<file path="src/rtl/diff_frame_rd_if.sv">
// Bus between the differencing-stage controller/sample RAM and the frame reader.
// master: controller and RAM side, slave: diff_frame_rd.
interface diff_frame_rd_if #(
  parameter int READ_RAM_WIDTH = 128,
  parameter int SAMPLE_WIDTH   = 32,
  parameter int NUM            = 8,
  parameter int ADDR_W         = 10,
  parameter int CNT_LEN        = 8
);
  logic                             i_start;
  logic                             i_clear;
  logic                             i_switch;
  logic [ADDR_W-1:0]                i_base_addr;
  logic [CNT_LEN-1:0]               i_len;
  logic                             o_busy;
  logic                             o_done;
  logic                             o_ram_rd_en;
  logic [ADDR_W-1:0]                o_ram_rd_addr;
  logic [READ_RAM_WIDTH-1:0]        i_ram_rd_data;
  logic signed [SAMPLE_WIDTH/2-1:0] o_x0_data [NUM];
  logic                             o_x0_valid;
  logic                             o_x0_last;
  logic                             o_switch;

  modport master (
    output i_start, i_clear, i_switch, i_base_addr, i_len, i_ram_rd_data,
    input  o_busy, o_done, o_ram_rd_en, o_ram_rd_addr, o_x0_data,
           o_x0_valid, o_x0_last, o_switch
  );

  modport slave (
    input  i_start, i_clear, i_switch, i_base_addr, i_len, i_ram_rd_data,
    output o_busy, o_done, o_ram_rd_en, o_ram_rd_addr, o_x0_data,
           o_x0_valid, o_x0_last, o_switch
  );
endinterface

</file>
<file path="src/rtl/diff_frame_rd.sv">
// Frame reader feeding the differencing stage: reads i_len RAM words from
// i_base_addr, realigns them to the RAM read latency and emits them as a
// gap-free burst of NUM signed lanes with a last flag on the final word.
//
// state | meaning
// IDLE  | waiting for an accepted start
// READ  | issuing one RAM read per cycle, address wraps modulo 2^ADDR_W
// DRAIN | reads issued, waiting for the latency tag pipeline to empty
// DONE  | one-cycle done pulse; starts are ignored here
module diff_frame_rd #(
  parameter int READ_RAM_WIDTH = 128,
  parameter int SAMPLE_WIDTH   = 32,
  parameter int NUM            = 8,
  parameter int ADDR_W         = 10,
  parameter int CNT_LEN        = 8,
  parameter int RD_LAT         = 2
) (
  input  logic          clk,
  input  logic          rst,
  diff_frame_rd_if.slave bus
);
  localparam int LW = SAMPLE_WIDTH / 2;

  if (READ_RAM_WIDTH != NUM * LW) begin : g_bad_width
    $error("READ_RAM_WIDTH must equal NUM*SAMPLE_WIDTH/2");
  end
  if (RD_LAT < 1 || RD_LAT > 4) begin : g_bad_lat
    $error("RD_LAT must be in 1..4");
  end

  typedef enum logic [1:0] {IDLE, READ, DRAIN, DONE} state_t;

  state_t             state;
  logic [CNT_LEN-1:0] len_q;
  logic [CNT_LEN-1:0] issue_cnt;
  logic [RD_LAT-1:0]  tag_v;
  logic [RD_LAT-1:0]  tag_l;
  logic               issue_last;

  // issue_cnt already counts the read on the bus, so equality marks the final word
  assign issue_last = bus.o_ram_rd_en && (issue_cnt == len_q);

  // Sequencer: start/abort handling, read addressing and frame counting
  always_ff @(posedge clk or posedge rst) begin
    if (rst) begin
      state             <= IDLE;
      len_q             <= '0;
      issue_cnt         <= '0;
      bus.o_busy        <= 1'b0;
      bus.o_done        <= 1'b0;
      bus.o_ram_rd_en   <= 1'b0;
      bus.o_ram_rd_addr <= '0;
      bus.o_switch      <= 1'b0;
    end else if (bus.i_clear) begin
      state           <= IDLE;
      issue_cnt       <= '0;
      bus.o_busy      <= 1'b0;
      bus.o_done      <= 1'b0;
      bus.o_ram_rd_en <= 1'b0;
    end else begin
      bus.o_done <= 1'b0;
      case (state)
        IDLE: begin
          if (bus.i_start) begin
            if (bus.i_len != '0) begin
              len_q             <= bus.i_len;
              bus.o_switch      <= bus.i_switch;
              bus.o_ram_rd_addr <= bus.i_base_addr;
              bus.o_ram_rd_en   <= 1'b1;
              issue_cnt         <= CNT_LEN'(1);
              bus.o_busy        <= 1'b1;
              state             <= READ;
            end else begin
              bus.o_done <= 1'b1;
              state      <= DONE;
            end
          end
        end
        READ: begin
          if (issue_cnt == len_q) begin
            bus.o_ram_rd_en <= 1'b0;
            state           <= DRAIN;
          end else begin
            bus.o_ram_rd_addr <= bus.o_ram_rd_addr + ADDR_W'(1);
            issue_cnt         <= issue_cnt + CNT_LEN'(1);
          end
        end
        DRAIN: begin
          if (tag_v == '0) begin
            bus.o_busy <= 1'b0;
            bus.o_done <= 1'b1;
            state      <= DONE;
          end
        end
        DONE: state <= IDLE;
        default: state <= IDLE;
      endcase
    end
  end

  // Latency tags and output registers; lanes only update on a tagged word
  always_ff @(posedge clk or posedge rst) begin
    if (rst) begin
      tag_v          <= '0;
      tag_l          <= '0;
      bus.o_x0_valid <= 1'b0;
      bus.o_x0_last  <= 1'b0;
      for (int n = 0; n < NUM; n++) bus.o_x0_data[n] <= '0;
    end else if (bus.i_clear) begin
      tag_v          <= '0;
      tag_l          <= '0;
      bus.o_x0_valid <= 1'b0;
      bus.o_x0_last  <= 1'b0;
    end else begin
      tag_v[0] <= bus.o_ram_rd_en;
      tag_l[0] <= issue_last;
      for (int i = 1; i < RD_LAT; i++) begin
        tag_v[i] <= tag_v[i-1];
        tag_l[i] <= tag_l[i-1];
      end
      bus.o_x0_valid <= tag_v[RD_LAT-1];
      bus.o_x0_last  <= tag_l[RD_LAT-1];
      if (tag_v[RD_LAT-1]) begin
        for (int n = 0; n < NUM; n++)
          bus.o_x0_data[n] <= bus.i_ram_rd_data[n*LW +: LW];
      end
    end
  end
endmodule
</file>
<file path="src/flat_wrapper.sv">
// flat-port wrapper written by rule: the top's interface ports become plain ports
module diff_frame_rd_flat 
#(
  parameter int READ_RAM_WIDTH = 128,
  parameter int SAMPLE_WIDTH   = 32,
  parameter int NUM            = 8,
  parameter int ADDR_W         = 10,
  parameter int CNT_LEN        = 8,
  parameter int RD_LAT         = 2
)
  (clk, rst, bus_i_start, bus_i_clear, bus_i_switch, bus_i_base_addr, bus_i_len, bus_i_ram_rd_data, bus_o_busy, bus_o_done, bus_o_ram_rd_en, bus_o_ram_rd_addr, bus_o_x0_data, bus_o_x0_valid, bus_o_x0_last, bus_o_switch);
  diff_frame_rd_if #(.READ_RAM_WIDTH(READ_RAM_WIDTH), .SAMPLE_WIDTH(SAMPLE_WIDTH), .NUM(NUM), .ADDR_W(ADDR_W), .CNT_LEN(CNT_LEN)) bus_i ();
  input  logic clk;
  input  logic rst;
  input wire logic [$bits(bus_i.i_start)-1:0] bus_i_start;
  input wire logic [$bits(bus_i.i_clear)-1:0] bus_i_clear;
  input wire logic [$bits(bus_i.i_switch)-1:0] bus_i_switch;
  input wire logic [$bits(bus_i.i_base_addr)-1:0] bus_i_base_addr;
  input wire logic [$bits(bus_i.i_len)-1:0] bus_i_len;
  input wire logic [$bits(bus_i.i_ram_rd_data)-1:0] bus_i_ram_rd_data;
  output wire logic [$bits(bus_i.o_busy)-1:0] bus_o_busy;
  output wire logic [$bits(bus_i.o_done)-1:0] bus_o_done;
  output wire logic [$bits(bus_i.o_ram_rd_en)-1:0] bus_o_ram_rd_en;
  output wire logic [$bits(bus_i.o_ram_rd_addr)-1:0] bus_o_ram_rd_addr;
  output wire logic [$bits(bus_i.o_x0_data)-1:0] bus_o_x0_data;
  output wire logic [$bits(bus_i.o_x0_valid)-1:0] bus_o_x0_valid;
  output wire logic [$bits(bus_i.o_x0_last)-1:0] bus_o_x0_last;
  output wire logic [$bits(bus_i.o_switch)-1:0] bus_o_switch;
  assign bus_i.i_start = bus_i_start;
  assign bus_i.i_clear = bus_i_clear;
  assign bus_i.i_switch = bus_i_switch;
  assign bus_i.i_base_addr = bus_i_base_addr;
  assign bus_i.i_len = bus_i_len;
  assign bus_i.i_ram_rd_data = bus_i_ram_rd_data;
  assign bus_o_busy = bus_i.o_busy;
  assign bus_o_done = bus_i.o_done;
  assign bus_o_ram_rd_en = bus_i.o_ram_rd_en;
  assign bus_o_ram_rd_addr = bus_i.o_ram_rd_addr;
  assign bus_o_x0_data = {>>{bus_i.o_x0_data}};
  assign bus_o_x0_valid = bus_i.o_x0_valid;
  assign bus_o_x0_last = bus_i.o_x0_last;
  assign bus_o_switch = bus_i.o_switch;
  diff_frame_rd #(.READ_RAM_WIDTH(READ_RAM_WIDTH), .SAMPLE_WIDTH(SAMPLE_WIDTH), .NUM(NUM), .ADDR_W(ADDR_W), .CNT_LEN(CNT_LEN), .RD_LAT(RD_LAT)) u_core (.clk(clk), .rst(rst), .bus(bus_i));
endmodule
</file>
<file path="config.mk">
export PLATFORM = sky130hd
export DESIGN_NAME = diff_frame_rd_flat
export DESIGN_NICKNAME = d
export VERILOG_FILES = /design/src/rtl/diff_frame_rd_if.sv /design/src/rtl/diff_frame_rd.sv /design/src/flat_wrapper.sv
export SDC_FILE = /design/constraint.sdc
export NUM_CORES = 1
export LEC_CHECK = 0
export ABC_AREA = 1
export CAP_MARGIN = 30
export CORE_ASPECT_RATIO = 1.2
export CORE_UTILIZATION = 43
export CTS_CLUSTER_DIAMETER = 120
export DETAILED_ROUTE_END_ITERATION = 6
export HOLD_SLACK_MARGIN = 0.1
export PLACE_DENSITY = 0.81
export SLEW_MARGIN = 20
export SYNTH_ARGS = -nofsm -noshare
export SYNTH_HDL_FRONTEND = slang
export SYNTH_SLANG_ARGS = --single-unit
</file>
<file path="constraint.sdc">
create_clock -name clk -period 7 [get_ports clk]
set_input_delay 1.05 -clock clk [delete_from_list [all_inputs] [get_ports clk]]
set_output_delay 1.05 -clock clk [all_outputs]
set_load 0.03 [all_outputs]
</file>
==> impl_table.tex <==
\begin{tabular}{lr}
\hline
Metric & Value \\
\hline
\multicolumn{2}{l}{\textbf{Yosys}} \\
Area share of the leading cell type in the synthesized netlist & approximately 60\% \\
Mean area per synthesized cell & about 8.3 um\^{}2 \\
Proportion of synthesized flip-flops having asynchronous set or reset & between 90\% and 100\% \\
Post-synthesis register bit count & between 150 and 200 \\
Cells after synthesis & 844 \\
Number of nets produced by synthesis & around 1,000 \\
Top area cells in the synthesized netlist & dfrtp\_1, nand2\_1, inv\_1 \\
Warnings, synthesis & 0 \\
Synth unique cells & 31 \\
Most common cell in the netlist & nand2\_1 \\
EDFF count, synth & 0 \\
Largest area contributor in the synthesized netlist & dfrtp\_1 \\
Most used flip-flop cell after synthesis & dfrtp\_1 \\
Cell area after synthesis & roughly 0.007 mm\^{}2 \\
Sequential-to-total area share from yosys stat & a little under 60\% \\
Most frequent cells after synthesis & nand2\_1, dfrtp\_1, inv\_1, buf\_2, nand3\_1 \\
\multicolumn{2}{l}{\textbf{STA}} \\
Time the worst path needs with I/O delays and setup & 3170 ps \\
Aggregate negative setup slack & 0 ps \\
Final hold vios & 0 \\
Unrepaired setup endpoints after global routing & no \\
Total count of max-transition violations in the final report & 0 \\
Slew headroom & 50.3\% \\
Max Clock Freq & 315 MHz \\
Period utilisation layout & 45.3\% \\
Worst Slack Setup Final & approximately 3800 ps \\
Slew @ Worst Pin & between 700 and 800 ps \\
\# setup viols final & 0 \\
Hold slack & approximately 470 ps \\
Worst-case clock skew & $\sim$7.2 ps \\
\multicolumn{2}{l}{\textbf{Route}} \\
Via count of the routed design & between 6,000 and 7,000 \\
Overall routed net length & about 20 mm \\
Average wire per cell in the routed design & between 10 and 15 um \\
Drt pass-1 iters & 5 \\
Final routed DRC violation total & 0 \\
DRT iter0 DRCs & 520 \\
Antenna-violating nets left & 0 \\
Routed vias/inst & 4.74 \\
Met2 routed WL & between 9 and 10 mm \\
Met3 layer wire length in the routed design & around 1.6 mm \\
Wire length on met1 & 7.67 mm \\
Highest metal used & met5 \\
\multicolumn{2}{l}{\textbf{Place}} \\
Number of I/O port buffers & between 200 and 300 \\
Pre-CTS WS & 2600 ps \\
Final Wtd Congestion & about 0.84 \\
Placed cell count & 1,314 \\
Post-placement cell area & just over 0.01 mm\^{}2 \\
Post-DP HPWL & between 10 and 15 mm \\
\multicolumn{2}{l}{\textbf{Final layout}} \\
Layout Cell Area excl Fill & between 0.01 and 0.015 mm\^{}2 \\
Layout-stage area growth over the synthesis result & 52.2\% \\
Number of nets in the layout & 1,282 \\
Share of cells above drive strength 1 & under 10\% \\
Ant. Diodes & 0 \\
Fraction of the core area covered by cells at the end of the flow & about 68\% \\
Non-filler instance count after layout & 1,347 \\
\multicolumn{2}{l}{\textbf{Global routing}} \\
Combined global-route utilization of all metal layers & between 20 and 25\% \\
Via count of the first global-routing pass & just over 6,000 \\
Sum of overflow across all layers after global routing & 0 \\
First-pass GRT wire length & roughly 32 mm \\
Maximum number of pins on one net before global-route repair & 69 \\
Number of antenna violations at the first check in global routing & 1 \\
\multicolumn{2}{l}{\textbf{Run}} \\
Maximum Capacitance Violations & 0 \\
\multicolumn{2}{l}{\textbf{Setup path}} \\
Max stage delay on crit path & between 600 and 700 ps \\
WP data required & between 7000 and 8000 ps \\
CP Capture Type & flop \\
Type of origin of the critical path & primary input \\
CP arrival & between 3000 and 4000 ps \\
Start-to-end type of the worst setup path & primary input to flop \\
Slowest cell on the critical path & clkdlybuf4s50\_1 \\
List of cells traversed by the critical path & clkdlybuf4s50\_1 > nor2\_4 > buf\_4 > clkinv\_2 > buf\_4 > nand2\_1 > nand2\_1 \\
Maximum net fanout on the critical path & 67 \\
\multicolumn{2}{l}{\textbf{Floorplanning}} \\
Width of the chip & 119 um \\
Starting Density & 44.5\% \\
DIE HEIGHT & about 140 um \\
Area of the core & about 0.016 mm\^{}2 \\
Count of standard-cell rows & 50 \\
Top-Level Pins & between 200 and 300 \\
Total die area & between 0.015 and 0.02 mm\^{}2 \\
\multicolumn{2}{l}{\textbf{Power and ir drop}} \\
Ratio of total power to cell area & between 400 and 500 mW/mm\^{}2 \\
Leakage Power & 5.27 nW \\
Peak supply drop & 0.241 mV \\
Total power after layout & approximately 5.1 mW \\
\multicolumn{2}{l}{\textbf{Clock network}} \\
Number of buffers created by CTS & 17 \\
\# H-tree levels & 4 \\
Number of hold buffers added after cts & 0 \\
CTS tree & yes \\
Clock sink count & between 150 and 200 \\
Resized cells post-CTS & 0 \\
Clk buf depth & 2 \\
Total setup buffers inserted after CTS & 0 \\
Clock transition time at the flip-flop clock pins of the worst setup and hold paths & $\sim$60 ps \\
CTS root buf & clkbuf\_16 \\
Worst-skew pair later-pin latency & around 420 ps \\
\multicolumn{2}{l}{\textbf{Worst hold path}} \\
Hold/Removal Path Class & flop to flop \\
\multicolumn{2}{l}{\textbf{Status}} \\
Status & complete, no violations \\
\hline
\end{tabular}
worst max-delay path: cells and delay by family:
family | cells | cell delay, ps
and+or+nand+nor | 3 | 380
buffers and inverters | 4 | 1980
cells in the final DEF, fill, tap and decap left out, types with 4 or more instances in the layout:
cell	synthesis	final
nand2_1	477	477
clkdlybuf4s50_1	0	294
dfrtp_1	166	166
inv_1	50	48
nand3_1	25	25
nor2_1	21	20
o21ai_0	19	19
clkbuf_16	0	17
o21ai_2	10	10
xnor2_1	5	5
nand4_1	5	5
ha_1	5	5
clkinv_4	0	5
buf_4	1	4
metal layers:
layer	up-vias	GRT usage [%]
met1	2940	28.1
met5	-	0
met4	2	11.9
met2	250	40.7
met3	46	7.17
li1	3143	-
area by class of cell:
class	count	area, um^2
Fill cell	1275	5110
Sequential cell	166	4150
Timing Repair Buffer	300	3020
Multi-Input combinational cell	591	2500
Clock buffer	19	443
Tap cell	208	260
Inverter	50	194
Clock inverter	13	149
report_power, final:
part	total, mW	switching, mW	internal (mW)	leakage, nW
Sequential	1.67	0.271	1.40	2.10
Combinational	2.53	1.52	1.01	2.89
Clock	0.931	0.391	0.539	0.280
Total	5.13	2.18	2.95	5.27
registers in the layout, indices dropped and copies added, names as in the netlist:
register	count
u_core.bus.o_busy	1
u_core.bus.o_done	1
u_core.bus.o_ram_rd_addr	10
u_core.bus.o_ram_rd_en	1
u_core.bus.o_switch	1
u_core.bus.o_x0_data	128
u_core.bus.o_x0_last	1
u_core.bus.o_x0_valid	1
u_core.issue_cnt	8
u_core.len_q	8
u_core.state	2
u_core.tag_l	2
u_core.tag_v	2
path summary, 6_finish.rpt:
check	start	end	slack, ps	depth (start not counted)
worst min-delay path	u_core.tag_l[0]$_DFF_PP0_	u_core.tag_l[1]$_DFF_PP0_	470	2
worst max register to register	u_core.state[1]$_DFFE_PP0P_	u_core.issue_cnt[0]$_DFFE_PP0P_	4660	8
min in group asynchronous	rst	u_core.bus.o_x0_data[78]$_DFFE_PP0P_	1040	2
worst max-delay path	bus_i_clear	u_core.bus.o_x0_data[57]$_DFFE_PP0P_	3830	7
worst min register to register	u_core.tag_l[0]$_DFF_PP0_	u_core.tag_l[1]$_DFF_PP0_	470	2
max in group asynchronous	rst	u_core.bus.o_x0_data[115]$_DFFE_PP0P_	4790	3
cell families after synthesis:
family	Yosys count	share of synthesized area (%)
DFF	166	59.0
muxes	1	0.142
xor gates and xnor gates	8	1.10
AOI/OAI and AO/OA	38	3.41
buffers and inverters	87	5.67
adders and majority gates	5	0.888
and+or+nand+nor	539	29.8
Note: power is estimated with default switching activity, not from simulation.
